**config.mk**
```make
export PLATFORM = sky130hd
export DESIGN_NAME = cu_edge_data_write_command_control
export DESIGN_NICKNAME = d
export VERILOG_FILES = /design/src/rtl/cu_edge_data_write_command_control.sv
export SDC_FILE = /design/constraint.sdc
export NUM_CORES = 1
export LEC_CHECK = 0
export BUFFER_PORTS_ARGS = -buffer_cell sky130_fd_sc_hd__buf_4
export CORE_MARGIN = 5
export CORE_UTILIZATION = 50
export DETAILED_ROUTE_END_ITERATION = 10
export PLACE_DENSITY = 0.77
export SKIP_CTS_REPAIR_TIMING = 1
export SYNTH_ARGS = -nofsm -noshare
export SYNTH_HDL_FRONTEND = slang
export SYNTH_SLANG_ARGS = --single-unit
```
**constraint.sdc**
```tcl
create_clock -name clock -period 15.4 [get_ports clock]
set_input_delay 1.54 -clock clock [delete_from_list [all_inputs] [get_ports clock]]
set_output_delay 1.54 -clock clock [all_outputs]
set_load 0.02 [all_outputs]
```
**src/rtl/cu_edge_data_write_command_control.sv**
```systemverilog
// cu_edge_data_write_command_control: queues accumulated vertex results and issues them as tagged
// write commands, with bus arbitration, back-pressure and an outstanding-write limit.
module cu_edge_data_write_command_control #(
    parameter int CU_ID_X         = 1,
    parameter int CU_ID_Y         = 1,
    parameter int FIFO_DEPTH      = 16,
    parameter int MAX_OUTSTANDING = 8
) (
    input  logic        clock,
    input  logic        rstn_in,
    input  logic        enabled_in,
    input  logic [63:0] wed_dest_base,
    input  logic [31:0] vertex_target,
    input  logic        result_valid,
    input  logic [31:0] result_index,
    input  logic [31:0] result_data,
    input  logic        cmd_buffer_alfull,
    input  logic        cmd_bus_grant,
    output logic        cmd_bus_request,
    output logic        cmd_valid,
    output logic [63:0] cmd_address,
    output logic [31:0] cmd_data,
    output logic [7:0]  cmd_tag,
    output logic [15:0] cmd_cu_id,
    input  logic        resp_valid,
    output logic [31:0] issued_count,
    output logic [31:0] resp_count,
    output logic        overflow_err,
    output logic        done
);
    localparam int          AW    = $clog2(FIFO_DEPTH);
    localparam int          PW    = AW + 1;
    localparam logic [15:0] CU_ID = {8'(CU_ID_X), 8'(CU_ID_Y)};
    localparam logic [31:0] MAX_O = 32'(MAX_OUTSTANDING);

    typedef enum logic [1:0] {IDLE, RUN, DONE} state_t;

    state_t      state, state_nxt;
    logic        en_r, res_v_r, resp_r, grant_r, alfull_r;
    logic [31:0] idx_r, data_r;
    logic [63:0] mem [FIFO_DEPTH];
    logic [AW:0] wr_ptr, rd_ptr, count;
    logic [63:0] head;
    logic [31:0] outst, outst_nxt;
    logic [7:0]  tag;
    logic        empty, full, room, pop, push, drop, req_nxt, fin;

    always_ff @(posedge clock or negedge rstn_in) begin
        if (!rstn_in) begin
            en_r     <= 1'b0;
            res_v_r  <= 1'b0;
            resp_r   <= 1'b0;
            grant_r  <= 1'b0;
            alfull_r <= 1'b0;
            idx_r    <= '0;
            data_r   <= '0;
        end else begin
            en_r     <= enabled_in;
            res_v_r  <= en_r & result_valid;
            resp_r   <= en_r & resp_valid;
            grant_r  <= cmd_bus_grant;
            alfull_r <= cmd_buffer_alfull;
            idx_r    <= result_index;
            data_r   <= result_data;
        end
    end

    assign count = wr_ptr - rd_ptr;
    assign empty = count == '0;
    assign full  = count == PW'(FIFO_DEPTH);
    assign head  = mem[rd_ptr[AW-1:0]];
    assign room  = outst < MAX_O;
    assign fin   = resp_count == vertex_target && vertex_target != '0 && outst == '0;
    assign done  = state == DONE;

    // A pop frees its slot in the same cycle, so a full FIFO still accepts a concurrent push.
    always_comb begin
        pop       = state == RUN && en_r && grant_r && !alfull_r && room && !empty;
        push      = res_v_r && (!full || pop);
        drop      = en_r && res_v_r && full && !pop;
        req_nxt   = state == RUN && en_r && !empty && !alfull_r && room;
        outst_nxt = (pop && !resp_r) ? outst + 32'd1 :
                    (resp_r && !pop && outst != '0) ? outst - 32'd1 : outst;
        state_nxt = !en_r ? IDLE :
                    state == IDLE ? RUN :
                    (state == RUN && fin) ? DONE : state;
    end

    always_ff @(posedge clock) begin
        if (push) mem[wr_ptr[AW-1:0]] <= {idx_r, data_r};
    end

    always_ff @(posedge clock or negedge rstn_in) begin
        if (!rstn_in) begin
            state           <= IDLE;
            wr_ptr          <= '0;
            rd_ptr          <= '0;
            outst           <= '0;
            tag             <= '0;
            issued_count    <= '0;
            resp_count      <= '0;
            overflow_err    <= 1'b0;
            cmd_bus_request <= 1'b0;
            cmd_valid       <= 1'b0;
            cmd_address     <= '0;
            cmd_data        <= '0;
            cmd_tag         <= '0;
            cmd_cu_id       <= '0;
        end else begin
            state           <= state_nxt;
            overflow_err    <= overflow_err | drop;
            cmd_bus_request <= req_nxt;
            cmd_valid       <= pop;
            if (pop) begin
                cmd_address <= wed_dest_base + {30'd0, head[63:32], 2'b00};
                cmd_data    <= head[31:0];
                cmd_tag     <= tag;
                cmd_cu_id   <= CU_ID;
            end
            // Leaving enable clears the job but keeps the sticky overflow flag.
            if (!en_r) begin
                wr_ptr       <= '0;
                rd_ptr       <= '0;
                outst        <= '0;
                tag          <= '0;
                issued_count <= '0;
                resp_count   <= '0;
            end else begin
                wr_ptr       <= wr_ptr + PW'(push);
                rd_ptr       <= rd_ptr + PW'(pop);
                outst        <= outst_nxt;
                tag          <= tag + 8'(pop);
                issued_count <= issued_count + 32'(pop);
                resp_count   <= resp_count + 32'(resp_r);
            end
        end
    end
endmodule
```
=== After elaboration in Yosys (flattened, before gate mapping) ===
Memories as Yosys holds them, arrays and structs flattened.
Index checks and enable logic that the tools add are counted.
W data, S select, Z words.

* Bits in registers: 293
* RAM bits: 1,024
* Input bits: 167
* Output and inout port bits: 188
* Word-level logic and storage cells: 83
* Memories: 1

{| class="wikitable"
|+ Memory list
! name !! depth !! width !! rd ports !! clocked after Yosys merged registers in !! wr ports !! RTL line !! text
|-
| mem || 16 || 64 || 1 || 0 || 1 || 41 || <nowiki>logic [63:0] mem [FIFO_DEPTH];</nowiki>
|}

* $add $sub $neg: 9
* Order comparisons: 1
* Eq/ne operators: 6
* Multiplexer cells: 13
* Bitwise operators: 3
* Reduce and logical (&&, ||, !) cells: 29

{| class="wikitable"
|+ Operators with widths
! operator !! count
|-
| $mux W32 || 5
|-
| $add A32 B1 Y32 || 2
|-
| $add A64 B34 Y64 || 1
|-
| $reduce_bool A32 Y1 || 2
|-
| $add A32 B1 Y32 const B || 1
|-
| $eq A32 B32 Y1 || 1
|-
| $logic_not A32 Y1 || 1
|-
| $lt A32 B4 Y1 const B || 1
|-
| $sub A32 B1 Y32 const B || 1
|-
| $logic_and A1 B1 Y1 || 18
|-
| $add A5 B1 Y5 || 2
|-
| $mux W5 || 2
|-
| $add A8 B1 Y8 || 1
|-
| $mux W8 || 1
|-
| $mux W2 || 3
|-
| $ne A3 B1 Y1 const B || 2
|-
| $eq A5 B5 Y1 const B || 1
|-
| $logic_not A1 Y1 || 5
|-
| $logic_not A5 Y1 || 1
|-
| $sub A5 B5 Y5 || 1
|-
| $and A1 B1 Y1 || 2
|-
| $eq A2 B1 Y1 const B || 1
|-
| $eq A2 B2 Y1 const B || 1
|-
| $logic_not A2 Y1 || 1
|-
| other kinds (3) || 4
|}

=== Longest topological paths before layout ===
Gate-level depths: netlist of run 1.

* Depth after elaboration: 12
* Mapped depth: 24
* Gate-level depth less buffers: 20

=== Worst setup path after synthesis of run 1 ===
No wires, ideal clock.

* Path type: register -> register
* Start: register rd_ptr[1]
* End: memory mem[3][0], enable pin
* Library setup time: 0.564 ns
* Arrival: 7.637 ns
* Data required time: 14.836 ns
* Path slack: 7.198 ns
* Cell stages (with the launch flop): 16
* Path buffers: 4
* Clock period less this slack: 8.202 ns
* Cells stage by stage: dfrtp_1 -> clkbuf_1 -> buf_1 -> buf_1 -> inv_1 -> ha_1 -> nor2b_1 -> or2_2 -> and3_1 -> o211ai_1 -> or3_1 -> nand2_1 -> clkbuf_1 -> a21boi_1 -> nand3_1 -> nor3_1

* Longest elaborated chain between the ends: 8

{| class="wikitable"
|+ RTL lines
! item !! RTL line !! text
|-
| from (decl) || 42 || <nowiki>logic [AW:0] wr_ptr, rd_ptr, count;</nowiki>
|-
| from (signal assigned) || 130 || <nowiki>rd_ptr <= rd_ptr + PW'(pop);</nowiki>
|-
| $sub A5 B5 Y5 * || 68 || <nowiki>assign count = wr_ptr - rd_ptr;</nowiki>
|-
| $logic_not A5 Y1 || 69 || <nowiki>assign empty = count == '0;</nowiki>
|-
| $logic_not A1 Y1 || 78 || <nowiki>pop = state == RUN && en_r && grant_r && !alfull_r && room && !empty;</nowiki>
|-
| $logic_and A1 B1 Y1 || 78 ||
|-
| $logic_or A1 B1 Y1 * || 79 || <nowiki>push = res_v_r && (!full || pop);</nowiki>
|-
| $logic_and A1 B1 Y1 * || 79 ||
|-
| $mux W1 * || 90 || <nowiki>if (push) mem[wr_ptr[AW-1:0]] <= {idx_r, data_r};</nowiki>
|-
| $mux W1 (implied by the code) * || 90 ||
|-
| to (decl) || 41 ||
|}

Mark *: on every way between the ends. The rest lies on a longest branch, timed or not.

=== Worst setup path in the final report of run 1 ===
* Start: register rd_ptr[1]
* End: register issued_count[30]

* Longest elaborated chain between the ends: 6

{| class="wikitable"
|+ RTL lines
! item !! RTL line !! text
|-
| $sub A5 B5 Y5 || 68 ||
|-
| $logic_not A5 Y1 || 69 ||
|-
| $logic_not A1 Y1 || 78 ||
|-
| $logic_and A1 B1 Y1 || 78 ||
|-
| $add A32 B1 Y32 || 133 || <nowiki>issued_count <= issued_count + 32'(pop);</nowiki>
|-
| $mux W32 || 121 || <nowiki>if (!en_r) begin</nowiki>
|-
| to (signal assigned) || 133 ||
|-
| to (decl) || 26 || <nowiki>output logic [31:0] issued_count,</nowiki>
|}

Every way passes these cells.
A chain may end at the register's enable or synchronous reset.

==> metrics.csv, run 1 <==
metric,value,unit
clock latency on the worst-skew pair,0.74,ns
width of the die,338,um
R2R Setup Slk,8.91,ns
fillers,7709,
total grt overflow,0,
initial antenna violation count,4,
wl on met1,51200,um
clock skew,0.0361,ns
final routed DRC violation total,0,
clock slew at reported path FFs,0.06,ns
hpwl dp,76500,um
initial DRC count,3254,
worst vdd ir,102,uV
Slew headroom,21.6,%
DR top layer,met5,
CP arrival,7.07,ns
DR WL met3,13000,um
max-slew violation count,0,
register bit total from synthesis,1317,
"Hold Vio Cnt, Final",0,
Slew @ Worst Pin,1.17,ns
Area contributors post-synth,"edfxtp_1, dfrtp_1, mux4_2",
Post-synth ARST share,22.2,%
CTS tree,done,
Finish-stage setup viols,0,
setup tns final,0,ns
outcome,finished clean,
register area,38100,um^2
ys flop type,edfxtp_1,
vias in the first global route,30715,
clk root buf,clkbuf_16,
initial core utilization,50.3,%
RSZ-0062 raised after global routing,false,
Commonest cells post-synth,"edfxtp_1, mux4_2, nand2_1, dfrtp_1, nor2_1",
Die H,338,um
area delta synth->final,16.2,%
Inserted Clock Buffers,133,
core area,107000,um^2
Via density,6.07,
multi-input logic area,15100,um^2
Util after Layout,58.5,%
wire per inst,27.8,um
total track usage,24.2,%
Max Cap Viol,0,
synthesized area,53800,um^2
DRT antenna net count,0,
Hold Crit Class,reg -> reg,
Vias,30199,
CP required,15.98,ns
Final Cycle Share,42.1,%
die area,114000,um^2
r2r endpoint,issued_count[30]$_DFF_PN0_,
r2r startpoint,rd_ptr[1]$_DFF_PN0_,
Final min period,6.49,ns
routed length on met2,69500,um
syn avg cell area,17.5,um^2
CP Max Fanout,50,
PwrDens,127,nW/um^2
largest net degree at the start of global routing,121,
DR pass1 iterations,6,
Setup crit end kind,flop,
Max Fclk,0.154,GHz
Site Rows,120,
Critical Path Start Type,flop,
post-synth top area cell,edfxtp_1,
R2R cell count,21,
first-pass GRT wire length,202000,um
LEAKAGE,22.1,nW
share of cells above drive strength 1,26.1,%
Max clock buf depth,3,
register area share after synthesis,70.8,%
Mapped Cells,3076,
Post-synth EDFFs,1024,
Final GP Congestion,0.868,
total of warnings raised by yosys,0,
end point of the critical path,issued_count[30]$_DFF_PN0_,
H-tree Lvls,4,
Final #Nets,3710,
CTS sink count,1317,
port bufs,340,
Netlist cell types,67,
I/O pin cnt,355,
post-synth top area share,57.2,%
final wirelength,138000,um
crit path from,rd_ptr[1]$_DFF_PN0_,
critical path class,reg -> reg,
"count leader, synth",edfxtp_1,
-- stage by stage --
| stage | area [um^2] | worst slack, ns | hold WS [ns] | total power [W] | cells |
|---|---|---|---|---|---|
| floorplan | 53800 | 7.20 | 0.453 | 0.00450 | 3089 |
| global placement | 58000 | 9.14 | 0.453 | 0.00470 | 4726 |
| detailed placement | 58000 | 8.95 | 0.457 | 0.00472 | 4726 |
| CTS | 62500 | 8.91 | 0.473 | 0.00796 | 4971 |
| global route | 62500 | 8.50 | 0.492 | 0.00821 | 4971 |
| finish | 62500 | 8.91 | 0.467 | 0.00792 | 4972 |
-- state kept, by name, indices dropped and copies added, names as in the netlist --
register and cells:
en_r 1, tag 8, res_v_r 1, idx_r 32, outst 32, grant_r 1, wr_ptr 5, resp_count 32
resp_r 1, cmd_address 64, issued_count 32, rd_ptr 5, cmd_data 32, cmd_cu_id 1, cmd_bus_request 1, mem 1024
state 2, cmd_tag 8, overflow_err 1, alfull_r 1, data_r 32, cmd_valid 1
-- layout make-up --
cell class / count / area share, %
clock inverter: 76 / 1.45
tap: 1403 / 2.81
sequential: 1317 / 61.0
clock buffer: 169 / 5.70
antenna: 1 / 0.00400
multi-input combinational: 1581 / 24.1
inverter: 41 / 0.250
timing repair buffer: 384 / 4.69
-- per-layer routing --
layer,up-vias,track usage (%)
li1,12839,-
met1,15511,31.5
met2,1588,40.8
met3,257,6.01
met4,4,7.73
met5,-,0
-- cells by family after synthesis --
| group | synth area share (%) |
|---|---|
| flops | 70.8 |
| simple gates | 5.74 |
| compound gates | 3.88 |
| mux | 13.4 |
| buf+inv | 1.46 |
| xor+xnor | 2.69 |
| fa+ha+maj | 2.01 |
| other cells | 0.00697 |
-- critical path: stages (launching register included) --
cell and delay (ns):
dfrtp_4 0.99, inv_1 0.11, ha_1 0.33, nor2b_1 0.15
or2_2 0.28, and3_1 0.18, o211ai_1 0.28, or3_1 0.31
nand4_1 0.12, buf_4 0.26, inv_1 0.76, ha_1 0.34
ha_1 0.20, nand3_1 0.14, nor4_1 0.64, nand2_1 0.25
nor2_1 0.29, nand3_1 0.19, nor2_1 0.18, nand2_1 0.09
xor2_1 0.13, nor2_1 0.06
-- report_power, final --
group,internal (W),total (W),switching [W]
Sequential,0.00390,0.00397,0.0000759
Clock,0.00186,0.00326,0.00140
Combinational,0.000296,0.000685,0.000389
Total,0.00605,0.00792,0.00187
-- worst min path at each step --
stage                                        start                       end  slack, ns  cells past startpoint
after floorplan                   tag[0]$_DFF_PN0_    cmd_tag[0]$_DFFE_PN0N_       0.45                      2
after global placement    cmd_data[30]$_DFFE_PN0N_  cmd_data[30]$_DFFE_PN0N_       0.45                      2
after detailed placement  cmd_data[19]$_DFFE_PN0N_  cmd_data[19]$_DFFE_PN0N_       0.46                      2
after CTS                  cmd_data[2]$_DFFE_PN0N_   cmd_data[2]$_DFFE_PN0N_       0.47                      2
after global routing       cmd_data[9]$_DFFE_PN0N_   cmd_data[9]$_DFFE_PN0N_       0.49                      2
final                      cmd_data[0]$_DFFE_PN0N_   cmd_data[0]$_DFFE_PN0N_       0.47                      2
-- cell usage in the layout, fill, tap and decap left out, types with 9 or more instances in the layout --
master     Yosys  final
a21o_1        29     29
a21oi_1       78     78
a31oi_1       23     23
and2_1        17     17
and3_1        30     30
buf_4         15    380
bufinv_16      0     11
clkbuf_1      94     26
clkbuf_16      0    133
clkbuf_8       0     10
clkinv_1       1     22
clkinv_2       0     17
conb_1         1     14
dfrtp_1      293    290
edfxtp_1    1024   1024
ha_1          83     83
inv_1         40     39
mux4_2       320    320
nand2_1      294    293
nand2b_1      10     10
nand3_1       68     68
nand4_1       35     35
nor2_1       119    107
nor2_4         0     12
nor3_1        19     15
nor4_1        24     24
o211ai_1       9      9
o21a_1         9      9
o21ai_0       88     88
o21bai_1       9      9
o31ai_1       40     40
or3_1         18     18
or4_1         13     13
xnor2_1       78     78
xor2_1        87     87
(Power assumes the default switching activity.)
==> inputs of run 2 (changes only) <==
--- a/config.mk
+++ b/config.mk
@@ -9,7 +9,7 @@
 export CORE_MARGIN = 5
 export CORE_UTILIZATION = 50
 export DETAILED_ROUTE_END_ITERATION = 10
-export PLACE_DENSITY = 0.77
+export PLACE_DENSITY = 0.79
 export SKIP_CTS_REPAIR_TIMING = 1
 export SYNTH_ARGS = -nofsm -noshare
 export SYNTH_HDL_FRONTEND = slang
==> constraint.sdc (replaced) <==
create_clock -name clock -period 5.4 [get_ports clock]
set_input_delay 0.54 -clock clock [delete_from_list [all_inputs] [get_ports clock]]
set_output_delay 0.54 -clock clock [all_outputs]
set_load 0.02 [all_outputs]
==> run 2 against run 1 <==
  * Clock power rose to 2.8 times the previous value
  * Flip-flop and latch count is the same
  * Total power grew to 2.8 times the previous value
  * Non-clock buffer count rose by 94
  * Sequential share of layout area decreased by 0.95 points
  * Final area up 1.6%
  * Maximum frequency up 27%
  * Final cell count grew 1.9%
  * Critical endpoint is now cmd_address[55]$_DFFE_PN0N_
  * Global-route usage grew 0.096 points
  * Wire length rose by 1.6%
  * Worst setup slack got worse by 8.6 ns
==> metrics.csv, run 2 (synthesis results as in run 1) <==
metric,value,unit,change
final wirelength,140000,um,was 138000 um
Worst Hold Path Cells,2,,unchanged
Clk pwr share,40.4,%,was 41.2%
Worst Hold Launch,result_valid,,was cmd_data[0]$_DFFE_PN0N_
Final GP Congestion,0.853,,was 0.868
max-slew violation count,0,,unchanged
Max Fclk,0.195,GHz,was 0.154 GHz
Critical Path Start Type,flop,,unchanged
Max Cap Viol,0,,unchanged
clock slew at reported path FFs,0.06,ns,about the same
"commonest non-fill, non-tap cell in the layout",edfxtp_1,,unchanged
outcome,finished clean,,unchanged
Hold Crit Class,in -> reg,,was reg -> reg
Int Power,0.0172,W,was 0.00605 W
worst vdd ir,252,uV,was 102 uV
R2R cell count,15,,was 21
PwrDens,354,nW/um^2,was 127 nW/um^2
width of the die,338,um,unchanged
Die H,338,um,unchanged
Worst Hold Path EP,res_v_r$_DFF_PN0_,,was cmd_data[0]$_DFFE_PN0N_
setup tns final,0,ns,unchanged
R2R Setup Slk,0.28,ns,was 8.91 ns
Finish-stage setup viols,0,,unchanged
Slew headroom,26.3,%,was 21.6%
clk root buf,clkbuf_16,,unchanged
Final min period,5.12,ns,was 6.49 ns
placed cells,4749,,was 4726
Vias,30888,,was 30199
total track usage,24.3,%,was 24.2%
Sw Share,23.5,%,was 23.6%
H-tree Lvls,4,,unchanged
first-pass GRT wire length,204000,um,was 202000 um
I/O pin cnt,355,,unchanged
Max clock buf depth,3,,unchanged
DR pass1 iterations,5,,was 6
Via density,6.10,,was 6.07
total grt overflow,0,,unchanged
CP required,6.02,ns,was 15.98 ns
Final Instance Count excl. Fillers,5067,,was 4972
fillers,7514,,was 7709
largest net degree at the start of global routing,148,,was 121
clock skew,0.0223,ns,was 0.0361 ns
die area,114000,um^2,unchanged
Reg power frac,50.4,%,was 50.1%
CP Max Fanout,32,,was 50
LEAKAGE,22.5,nW,was 22.1 nW
r2r startpoint,rd_ptr[0]$_DFF_PN0_,,was rd_ptr[1]$_DFF_PN0_
Final Cycle Share,94.8,%,was 42.1%
CP arrival,5.74,ns,was 7.07 ns
max reg flops,1024,,unchanged
r2r endpoint,cmd_address[55]$_DFFE_PN0N_,,was issued_count[30]$_DFF_PN0_
Site Rows,120,,unchanged
Final #Nets,3806,,was 3710
initial DRC count,3628,,was 3254
initial antenna violation count,5,,was 4
switching power,0.00530,W,was 0.00187 W
DRT antenna net count,0,,unchanged
final routed DRC violation total,0,,unchanged
total power,0.0225,W,was 0.00792 W
initial core utilization,50.3,%,unchanged
crit path from,rd_ptr[0]$_DFF_PN0_,,was rd_ptr[1]$_DFF_PN0_
clock latency on the worst-skew pair,0.74,ns,about the same
CTS sink count,1317,,unchanged
critical path class,reg -> reg,,unchanged
wire per inst,27.7,um,was 27.8 um
port bufs,340,,unchanged
Comb pwr share,9.3,%,was 8.6%
tightest hold margin,0.0360,ns,was 0.467 ns
hpwl dp,76500,um,about the same
CTS tree,done,,unchanged
core area,107000,um^2,unchanged
Slew @ Worst Pin,1.11,ns,was 1.17 ns
most frequent cells in the layout,"edfxtp_1, buf_4, mux4_2, nand2_1, dfrtp_1",,unchanged
area delta synth->final,18.0,%,was 16.2%
vias in the first global route,31134,,was 30715
Setup crit end kind,flop,,unchanged
"Hold Vio Cnt, Final",0,,unchanged
share of cells above drive strength 1,26.1,%,about the same
Inserted Clock Buffers,135,,was 133
==> run 2: worst max path at each step <==
stage,endpoint,slack [ns],cells after the start
floorplan,outst[31]$_DFFE_PN0P_,-0.25,22
global placement,cmd_address[32]$_DFFE_PN0N_,0.28,16
detailed placement,cmd_address[32]$_DFFE_PN0N_,0.23,16
CTS,cmd_address[55]$_DFFE_PN0N_,0.13,15
global route,cmd_address[55]$_DFFE_PN0N_,-0.007,15
finish,cmd_address[55]$_DFFE_PN0N_,0.28,15
==> run 2: metal layers <==
| metal | global-route usage (%) | vias to the layer above | part of all wire (%) |
|---|---|---|---|
| met2 | 41.4 | 1724 | 51 |
| li1 | - | 13036 | - |
| met5 | 0 | - | 0 |
| met4 | 7.38 | 0 | 2.8 |
| met1 | 31.5 | 15851 | 36 |
| met3 | 5.85 | 277 | 9.6 |
==> run 2: per-stage QoR <==
step | setup WS [ns] | utilization (%) | area [um^2]
after detailed placement | 0.230 | 54.7 | 58500
after global placement | 0.282 | 54.7 | 58500
after global routing | -0.00699 | 59.4 | 63500
after floorplan | -0.251 | - | 54000
final | 0.279 | 59.4 | 63500
after CTS | 0.128 | 58.7 | 62800
==> run 2: power groups by stage <==
stage                     Combinational (W)  Sequential [W]  Clock, W
final                               0.00209          0.0113   0.00908
after global routing                0.00229          0.0113   0.00971
after CTS                           0.00203          0.0113   0.00920
after detailed placement            0.00201          0.0115         0
after global placement              0.00199          0.0115         0
after floorplan                     0.00146          0.0115         0
==> run 2: critical path: stages (launching register included) <==
cell and delay (ns):
dfrtp_4 0.59, buf_6 0.48, mux4_2 0.59, mux4_2 0.53, ha_1 0.25, a211oi_2 0.29
nor3_2 0.09, a2111oi_1 0.43, buf_4 0.21, a31o_2 0.25, o311a_4 0.26, o211a_1 0.25
o31a_1 0.16, buf_4 0.25, nor4_1 0.08, o31a_1 0.26
==> run 2: area by class of cell <==
type                       instances  area [um^2]  share of cell area [%]
clock inverter                    56          608                   0.958
antenna                            2         5.00                 0.00788
timing repair buffer             478         3970                    6.25
inverter                          41          159                   0.250
multi-input combinational       1581        15200                    24.0
tap                             1403         1760                    2.77
sequential                      1317        38100                    60.0
clock buffer                     189         3680                    5.80
